`src/rtl/pixel_frame_loader_pkg.sv`:
```
// Shared definitions for the pixel frame loader: sync byte, FSM encodings and a width helper.
package pixel_frame_loader_pkg;

    localparam logic [7:0] SYNC_BYTE = 8'hAA;
    localparam int         PIXEL_W   = 24;

    typedef enum logic [2:0] {
        P_SYNC = 3'd0,
        P_IDX  = 3'd1,
        P_R    = 3'd2,
        P_G    = 3'd3,
        P_B    = 3'd4
    } parser_state_t;

    typedef enum logic [1:0] {
        S_GAP  = 2'd0,
        S_LOAD = 2'd1,
        S_REQ  = 2'd2,
        S_WAIT = 2'd3
    } scan_state_t;

    // Bits needed to hold 0..value-1, never less than one.
    function automatic int clog2_min1(input int value);
        int width;
        width = 1;
        while ((32'd1 << width) < value) begin
            width = width + 1;
        end
        return width;
    endfunction

endpackage

```
`src/rtl/pixel_frame_loader_ram.sv`:
```
// Simple dual-port frame buffer: one write port, one registered read port.
module pixel_frame_loader_ram
    import pixel_frame_loader_pkg::*;
#(
    parameter int DEPTH = 10,
    parameter int AW    = 4
) (
    input  logic               clk,
    input  logic               rst_n,
    input  logic               we,
    input  logic [AW-1:0]      waddr,
    input  logic [PIXEL_W-1:0] wdata,
    input  logic               re,
    input  logic [AW-1:0]      raddr,
    output logic [PIXEL_W-1:0] rdata
);

    logic [PIXEL_W-1:0] mem_r [DEPTH];

    // Storage array, left unreset so it maps onto block RAM.
    always_ff @(posedge clk) begin
        if (we) begin
            mem_r[waddr] <= wdata;
        end
    end

    // Read register; a same-cycle write to the same address returns the old word.
    always_ff @(posedge clk or negedge rst_n) begin
        if (!rst_n) begin
            rdata <= {PIXEL_W{1'b0}};
        end else if (re) begin
            rdata <= mem_r[raddr];
        end
    end

endmodule

```
`src/rtl/pixel_frame_loader.sv`:
```
// Parses AA/idx/R/G/B packets into a pixel buffer and scans it out to writepixel with refresh gaps.
module pixel_frame_loader
    import pixel_frame_loader_pkg::*;
#(
    parameter int NUM_PIXELS     = 10,
    parameter int IDX_W          = 4,
    parameter int REFRESH_CYCLES = 1048576,
    parameter int TIMEOUT_CYCLES = 120000
) (
    input  logic       CLK,
    input  logic       RST_N,
    input  logic [7:0] i_rx_byte,
    input  logic       i_rx_valid,
    input  logic       i_busy,
    output logic       o_valid,
    output logic [7:0] o_red,
    output logic [7:0] o_green,
    output logic [7:0] o_blue,
    output logic       o_frame_done,
    output logic       o_pkt_err
);

    localparam int GAP_W = clog2_min1(REFRESH_CYCLES);
    localparam int TMO_W = clog2_min1(TIMEOUT_CYCLES);

    parser_state_t      p_state_r;
    logic               drop_r;
    logic [IDX_W-1:0]   idx_r;
    logic [7:0]         red_r;
    logic [7:0]         green_r;
    logic [TMO_W-1:0]   tmo_cnt_r;
    logic               pkt_err_r;

    scan_state_t        s_state_r;
    logic [GAP_W-1:0]   gap_cnt_r;
    logic [IDX_W-1:0]   ptr_r;
    logic               valid_r;
    logic               frame_done_r;

    logic               wr_en_s;
    logic [PIXEL_W-1:0] wr_data_s;
    logic               rd_en_s;
    logic [PIXEL_W-1:0] rd_data_s;

    // The B byte lands straight in the buffer together with the held R and G.
    assign wr_en_s   = (p_state_r == P_B) && i_rx_valid && !drop_r;
    assign wr_data_s = {red_r, green_r, i_rx_byte};
    assign rd_en_s   = (s_state_r == S_LOAD);

    pixel_frame_loader_ram #(
        .DEPTH (NUM_PIXELS),
        .AW    (IDX_W)
    ) u_ram (
        .clk   (CLK),
        .rst_n (RST_N),
        .we    (wr_en_s),
        .waddr (idx_r),
        .wdata (wr_data_s),
        .re    (rd_en_s),
        .raddr (ptr_r),
        .rdata (rd_data_s)
    );

    // Packet parser with inter-byte timeout; an AA inside a packet is plain data.
    always_ff @(posedge CLK or negedge RST_N) begin
        if (!RST_N) begin
            p_state_r <= P_SYNC;
            drop_r    <= 1'b0;
            idx_r     <= {IDX_W{1'b0}};
            red_r     <= 8'd0;
            green_r   <= 8'd0;
            tmo_cnt_r <= {TMO_W{1'b0}};
            pkt_err_r <= 1'b0;
        end else begin
            pkt_err_r <= 1'b0;
            if (i_rx_valid) begin
                tmo_cnt_r <= {TMO_W{1'b0}};
                case (p_state_r)
                    P_SYNC: begin
                        if (i_rx_byte == SYNC_BYTE) begin
                            p_state_r <= P_IDX;
                        end
                    end
                    P_IDX: begin
                        idx_r     <= i_rx_byte[IDX_W-1:0];
                        drop_r    <= ({1'b0, i_rx_byte} >= 9'(NUM_PIXELS));
                        p_state_r <= P_R;
                    end
                    P_R: begin
                        red_r     <= i_rx_byte;
                        p_state_r <= P_G;
                    end
                    P_G: begin
                        green_r   <= i_rx_byte;
                        p_state_r <= P_B;
                    end
                    P_B: begin
                        pkt_err_r <= drop_r;
                        p_state_r <= P_SYNC;
                    end
                    default: begin
                        p_state_r <= P_SYNC;
                    end
                endcase
            end else if (p_state_r != P_SYNC) begin
                if (tmo_cnt_r == TMO_W'(TIMEOUT_CYCLES - 1)) begin
                    p_state_r <= P_SYNC;
                    pkt_err_r <= 1'b1;
                    tmo_cnt_r <= {TMO_W{1'b0}};
                end else begin
                    tmo_cnt_r <= tmo_cnt_r + TMO_W'(1);
                end
            end
        end
    end

    // Frame scanner: refresh gap, then one valid/busy handshake per pixel.
    always_ff @(posedge CLK or negedge RST_N) begin
        if (!RST_N) begin
            s_state_r    <= S_GAP;
            gap_cnt_r    <= {GAP_W{1'b0}};
            ptr_r        <= {IDX_W{1'b0}};
            valid_r      <= 1'b0;
            frame_done_r <= 1'b0;
        end else begin
            frame_done_r <= 1'b0;
            case (s_state_r)
                S_GAP: begin
                    if (gap_cnt_r == GAP_W'(REFRESH_CYCLES - 1)) begin
                        gap_cnt_r <= {GAP_W{1'b0}};
                        ptr_r     <= {IDX_W{1'b0}};
                        s_state_r <= S_LOAD;
                    end else begin
                        gap_cnt_r <= gap_cnt_r + GAP_W'(1);
                    end
                end
                S_LOAD: begin
                    // Colour appears on the RAM read register at this same edge.
                    valid_r   <= 1'b1;
                    s_state_r <= S_REQ;
                end
                S_REQ: begin
                    if (i_busy) begin
                        valid_r   <= 1'b0;
                        s_state_r <= S_WAIT;
                    end
                end
                S_WAIT: begin
                    if (!i_busy) begin
                        if (ptr_r == IDX_W'(NUM_PIXELS - 1)) begin
                            frame_done_r <= 1'b1;
                            s_state_r    <= S_GAP;
                        end else begin
                            ptr_r     <= ptr_r + IDX_W'(1);
                            s_state_r <= S_LOAD;
                        end
                    end
                end
                default: begin
                    s_state_r <= S_GAP;
                end
            endcase
        end
    end

    assign o_valid      = valid_r;
    assign o_red        = rd_data_s[23:16];
    assign o_green      = rd_data_s[15:8];
    assign o_blue       = rd_data_s[7:0];
    assign o_frame_done = frame_done_r;
    assign o_pkt_err    = pkt_err_r;

endmodule

```
`config.mk`:
```
export PLATFORM = sky130hd
export DESIGN_NAME = pixel_frame_loader
export DESIGN_NICKNAME = d
export VERILOG_FILES = /design/src/rtl/pixel_frame_loader_pkg.sv /design/src/rtl/pixel_frame_loader_ram.sv /design/src/rtl/pixel_frame_loader.sv
export SDC_FILE = /design/constraint.sdc
export NUM_CORES = 1
export LEC_CHECK = 0
export CAP_MARGIN = 10
export CORE_MARGIN = 5
export CORE_UTILIZATION = 55
export CTS_CLUSTER_SIZE = 24
export DETAILED_ROUTE_END_ITERATION = 12
export PLACE_DENSITY_LB_ADDON = 0.25
export SLEW_MARGIN = 20
export SYNTH_ARGS = -nofsm -noshare
export SYNTH_HDL_FRONTEND = slang
export SYNTH_SLANG_ARGS = --single-unit
```
`constraint.sdc`:
```
create_clock -name CLK -period 3.5 [get_ports CLK]
set_clock_uncertainty 0.05 [all_clocks]
set_input_delay 0.35 -clock CLK [delete_from_list [all_inputs] [get_ports CLK]]
set_output_delay 0.35 -clock CLK [all_outputs]
set_load 0.03 [all_outputs]
```
After elaboration in Yosys (flattened, before gate mapping)

Memories as Yosys holds them, arrays and structs flattened. A register that Yosys moved wholly into a read port is not among the register bits.
Cells that the tools add are included.
W data, S select, Z words.

Memory bits (read-only): 0
Output and inout bits: 27
Flip-flop bits (word level): 70
Bits of input ports: 12
Logic and storage cells: 80
Latch bits: 0
RAM bits: 240
Memories: 1

Bitwise logic cells: 0
Shifts and indexed selects: 0
Multiply operators: 0
Order comparisons: 1
Divide/modulo/power cells: 0
Muxes and demuxes: 29
Reductions and logical operators: 18
Eq/ne operators: 16
Add/sub/neg operators: 3

Memories:

| memory      | words | bits a word | rd ports | clocked after Yosys merged registers in | wr ports | RTL line                     | text |
|---|---|---|---|---|---|---|---|
| u_ram.mem_r | 10    | 24          | 1        | 1                                       | 1        | pixel_frame_loader_ram.sv:18 | `logic [PIXEL_W-1:0] mem_r [DEPTH];` |

Operators with widths:

| operator                | count |
|---|---|
| $mux W17                | 3 |
| $add A20 B1 Y20 const B | 1 |
| $eq A20 B20 Y1 const B  | 1 |
| $mux W20                | 1 |
| $add A17 B1 Y17 const B | 1 |
| $eq A17 B17 Y1 const B  | 1 |
| $mux W3                 | 4 |
| $mux W4                 | 3 |
| $pmux W3 S4             | 1 |
| $mux W1                 | 11 |
| $eq A8 B8 Y1 const B    | 1 |
| $ge A8 B4 Y1 const B    | 1 |
| $ne A2 B2 Y1 const B    | 4 |
| $pmux W2 S4             | 1 |
| $pmux W4 S2             | 1 |
| $reduce_and A2 Y1       | 4 |
| $reduce_bool A2 Y1      | 4 |
| $eq A3 B2 Y1 const B    | 2 |
| $mux W2                 | 3 |
| $reduce_and A3 Y1       | 2 |
| $add A4 B1 Y4 const B   | 1 |
| $eq A2 B2 Y1 const B    | 2 |
| $eq A4 B4 Y1 const B    | 1 |
| $reduce_and A4 Y1       | 1 |
| 10 further kinds        | 12 |

Longest topological paths before layout

Depth after elaboration: 5
Mapped depth: 9
Gate-level depth less buffers: 7

Cells and area by module

From an unflattened synthesis, not the netlist that was laid out.

Cells, all modules: 931
Area total of the unflattened synthesis: 13,770.7 sq um

By module, submodules not included:

| module                 | cells each | area an instance (sq um) | times used | sequential area each (sq um) |
|---|---|---|---|---|
| pixel_frame_loader_ram | 583        | 10,178.5                 | 1          | 7,807.5 |
| pixel_frame_loader     | 348        | 3,592.2                  | 1          | 1,751.7 |

Worst setup path after synthesis

Ideal clock, no wire load.

Path kind: input to register
Start: input port i_rx_valid
End: memory u_ram.mem_r[4][0], enable pin
Buffers on the path: 1
Library setup time: 474 ps
Data required time: 2,976 ps
Stages: 3
Slack: -446 ps
Data arrival time: 3,422 ps
Cell sequence: clkbuf_1 > and4b_1 > nor4b_1

Longest elaborated chain between the ends: 4

Ends and longest elaborated chain:

| what                             | RTL line                     | text |
|---|---|---|
| start: declaration               | pixel_frame_loader.sv:13     | `input logic i_rx_valid,` |
| $logic_and A1 B1 Y1 (2 in a row) | pixel_frame_loader.sv:46     | `assign wr_en_s = (p_state_r == P_B) && i_rx_valid && !drop_r;` |
| $mux W1                          | pixel_frame_loader_ram.sv:22 | `if (we) begin` |
| $mux W1 (implied by the code)    | pixel_frame_loader_ram.sv:23 | `mem_r[waddr] <= wdata;` |
| end: declaration                 | pixel_frame_loader_ram.sv:18 |  |

Every way passes these cells.

Final worst setup path

Start: register s_state_r[1]
End: register gap_cnt_r[15]

Longest elaborated chain between the ends: 1

Ends and longest elaborated chain:

| what                     | RTL line                  | text |
|---|---|---|
| start: declaration       | pixel_frame_loader.sv:34  | `scan_state_t s_state_r;` |
| start signal: assignment | pixel_frame_loader.sv:120 | `s_state_r <= S_GAP;` |
| start signal: assignment | pixel_frame_loader.sv:132 | `s_state_r <= S_LOAD;` |
| start signal: assignment | pixel_frame_loader.sv:140 | `s_state_r <= S_REQ;` |
| $logic_not A2 Y1         | pixel_frame_loader.sv:127 | `case (s_state_r)` |
| end signal: assignment   | pixel_frame_loader.sv:121 | `gap_cnt_r <= {GAP_W{1'b0}};` |
| end signal: assignment   | pixel_frame_loader.sv:130 | `gap_cnt_r <= {GAP_W{1'b0}};` |
| end signal: assignment   | pixel_frame_loader.sv:134 | `gap_cnt_r <= gap_cnt_r + GAP_W'(1);` |
| end: declaration         | pixel_frame_loader.sv:35  | `logic [GAP_W-1:0] gap_cnt_r;` |

Every way passes these cells.
A chain may end at the register's enable or synchronous reset.

==> flow_metrics.env <==
export IMPL_run_status="completed"
export IMPL_initial_core_util=0.554
export IMPL_drt_first_pass_iters=7
export IMPL_coreArea_sq_um=24100
export IMPL_finalCoreUtilization=0.638
export IMPL_ant_nets=0
export IMPL_hpwl_mm=15.3
export IMPL_cts_root_buf="clkbuf_16"
export IMPL_yosys_register_bits=334
export IMPL_drc=0
export IMPL_crit_path_top_delay_cell="or4_1"
export IMPL_leakage_nw=5.33
export IMPL_crit_family="simple AND/OR/NAND/NOR gates"
export IMPL_cts_max_level=2
export IMPL_yosysSeqAreaShare=0.716
export IMPL_power_mw=11.7
export IMPL_num_antenna_cells=0
export IMPL_period_share=0.710
export IMPL_die_h_um=166
export IMPL_cts_setup_buffers=0
export IMPL_startpoint="s_state_r[1]"
export IMPL_synthCells=776
export IMPL_cts_buffers=34
export IMPL_maxSlewHeadroom=0.433
export IMPL_netlist_top_cell_by_area="edfxtp_1"
export IMPL_area_growth_synth_to_final_pct=15.2
export IMPL_max_slew_worst_pin_slew_ns=0.850
export IMPL_syn_avg_cell_area_sq_um=17.2
export IMPL_grt_max_degree=78
export IMPL_max_freq_ghz=0.403
export IMPL_nets=859
export IMPL_netlist_area_leader_share=0.540
export IMPL_rsz0062_at_grt="false"
export IMPL_clock_sinks=334
export IMPL_via_count=7101
export IMPL_cts_buffer_depth=3
export IMPL_drive_gt1_frac=0.189
export IMPL_synth_warnings=0
export IMPL_cellPowerDensity_nw_per_um2=760
export IMPL_ctsHoldBuffers=0
export IMPL_finalSetupTns_ns=0
export IMPL_hp_class="primary input to asynchronous set/reset pin"
export IMPL_synthesis_area_sq_um=13400
export IMPL_path_cells="inv_1 -> ha_1 -> nand4_1 -> or4_1 -> nor3_1 -> nor2_1 -> mux2_2"
export IMPL_ys_flop_type="edfxtp_1"
export IMPL_worst_setup_path_type="flop to flop"
export IMPL_yosysMostFrequentCell="edfxtp_1"
export IMPL_rows=57
export IMPL_slew_violations=0
export IMPL_clk_pin_slew_ns=0.06
export IMPL_cts_resized=0
export IMPL_finalSetupViolCount=0
export IMPL_clk_latency_ns=0.51
export IMPL_wl_mm=26.2
export IMPL_synth_edf_count=240
export IMPL_netlist_top_cells_area="edfxtp_1, dfrtp_1, mux4_2"
export IMPL_gp_congestion=0.811
export IMPL_synthArstFlopShare=0.281
export IMPL_numPortBuffers=38
export IMPL_grt_use_total=0.193
export IMPL_max_cap_violations=0
export IMPL_slowest_delay_ns=0.52
export IMPL_hold_viol_final=0
export IMPL_worstPathRequired_ns=3.83
export IMPL_wire_per_inst_um=22.0
export IMPL_r2r_start="s_state_r[1]"
export IMPL_period_minus_slack_ns=2.48
export IMPL_crit_fanout=11
export IMPL_critPathLaunchType="flop"
export IMPL_gr_total_overflow=0
export IMPL_drt_iter0_markers=538
export IMPL_ir_drop_v=0.000551
export IMPL_syn_nets=797
export IMPL_io_pin_count=39
export IMPL_cp_buffers_inverters=1
export IMPL_die_w_um=166
export IMPL_arrival_ns=2.82
export IMPL_first_global_vias=7521
export IMPL_via_per_inst=5.98
export IMPL_end_kind="flop"
export IMPL_antenna_found_initial=0
export IMPL_cts_tree="yes"
export IMPL_synth_commonest_cells="edfxtp_1, dfrtp_1, mux2i_1"
export IMPL_die_area_sq_um=27500
export IMPL_yosysUniqueCellTypes=54
export IMPL_grt_pass1_wl_mm=42.3
[cells by family (layout without fill, tap and decap cells)]
| group | Yosys count | in the layout | synth area share |
|---|---|---|---|
| and+or+nand+nor | 186 | 186 | 0.0766 |
| muxes | 118 | 118 | 0.135 |
| DFF | 334 | 334 | 0.716 |
| xor gates and xnor gates | 24 | 24 | 0.0157 |
| adders and majority gates | 9 | 9 | 0.00843 |
| buffers and inverters | 44 | 131 | 0.0143 |
| AOI/OAI and AO/OA | 61 | 61 | 0.0340 |
[worst register-to-register path, cell delays in order, from the launching register on]
cell,delay (ns)
dfrtp_1,0.41
inv_1,0.14
ha_1,0.44
nand4_1,0.23
or4_1,0.52
nor3_1,0.26
nor2_1,0.06
mux2_2,0.27
[final cells by class]
cell class	instances	area, sq um
Sequential cell	334	9560
Fill cell	1698	8720
Multi-Input combinational cell	398	3670
Clock buffer	48	985
Timing Repair Buffer	59	554
Tap cell	324	405
Clock inverter	13	159
Inverter	11	41.3
[power by group]
part | switching (mW) | leakage, nW | internal (mW)
registers | 0.673 | 3.36 | 4.88
logic | 1.29 | 1.41 | 1.23
clock network | 1.43 | 0.563 | 2.19
[path summary, 6_finish.rpt]
path	slack, ns	end	cells past startpoint
max reg2reg	1.02	gap_cnt_r[15]	7
min	0.42	gap_cnt_r[5]	2
min in group CLK	0.42	gap_cnt_r[10]	1
max	1.02	gap_cnt_r[15]	7
min reg2reg	0.42	gap_cnt_r[10]	1
max in group asynchronous	2.22	tmo_cnt_r[11]	3
[flip-flops by register name, indices dropped and copies added, names as in the netlist]
name and flops:
green_r 8, o_valid 1, gap_cnt_r 20, p_state_r 3
u_ram.rdata 24, u_ram.mem_r 240, tmo_cnt_r 17, o_pkt_err 1
s_state_r 2, ptr_r 4, drop_r 1, idx_r 4
o_frame_done 1, red_r 8
[metal layers]
metal | track usage | routed length [um]
met4 | 0.0434 | 444
met5 | 0 | 0
met3 | 0.0343 | 1260
met2 | 0.320 | 13100
met1 | 0.271 | 11300
[placed cells by master (no fill, tap or decap), types with 12 or more instances in the layout]
master,n
mux2_2,20
nand2_1,33
buf_4,19
o221ai_1,24
mux4_2,48
o21ai_0,12
mux2i_1,50
clkbuf_16,35
nor2_1,31
clkdlybuf4s50_1,37
xnor2_1,13
nand2b_1,30
nand3_1,18
dfrtp_1,92
edfxtp_1,240
[metrics by stage]
step	setup slack (ns)	hold slack (ns)	cells	instance area [sq um]
floorplan	-0.291	0.00441	776	13400
global placement	0.925	0.412	1125	14200
detailed placement	0.930	0.412	1125	14200
CTS	0.944	0.0330	1186	15400
global route	0.789	0.438	1187	15400
finish	1.02	0.423	1187	15400
Note: power is estimated with default switching activity, not from simulation.
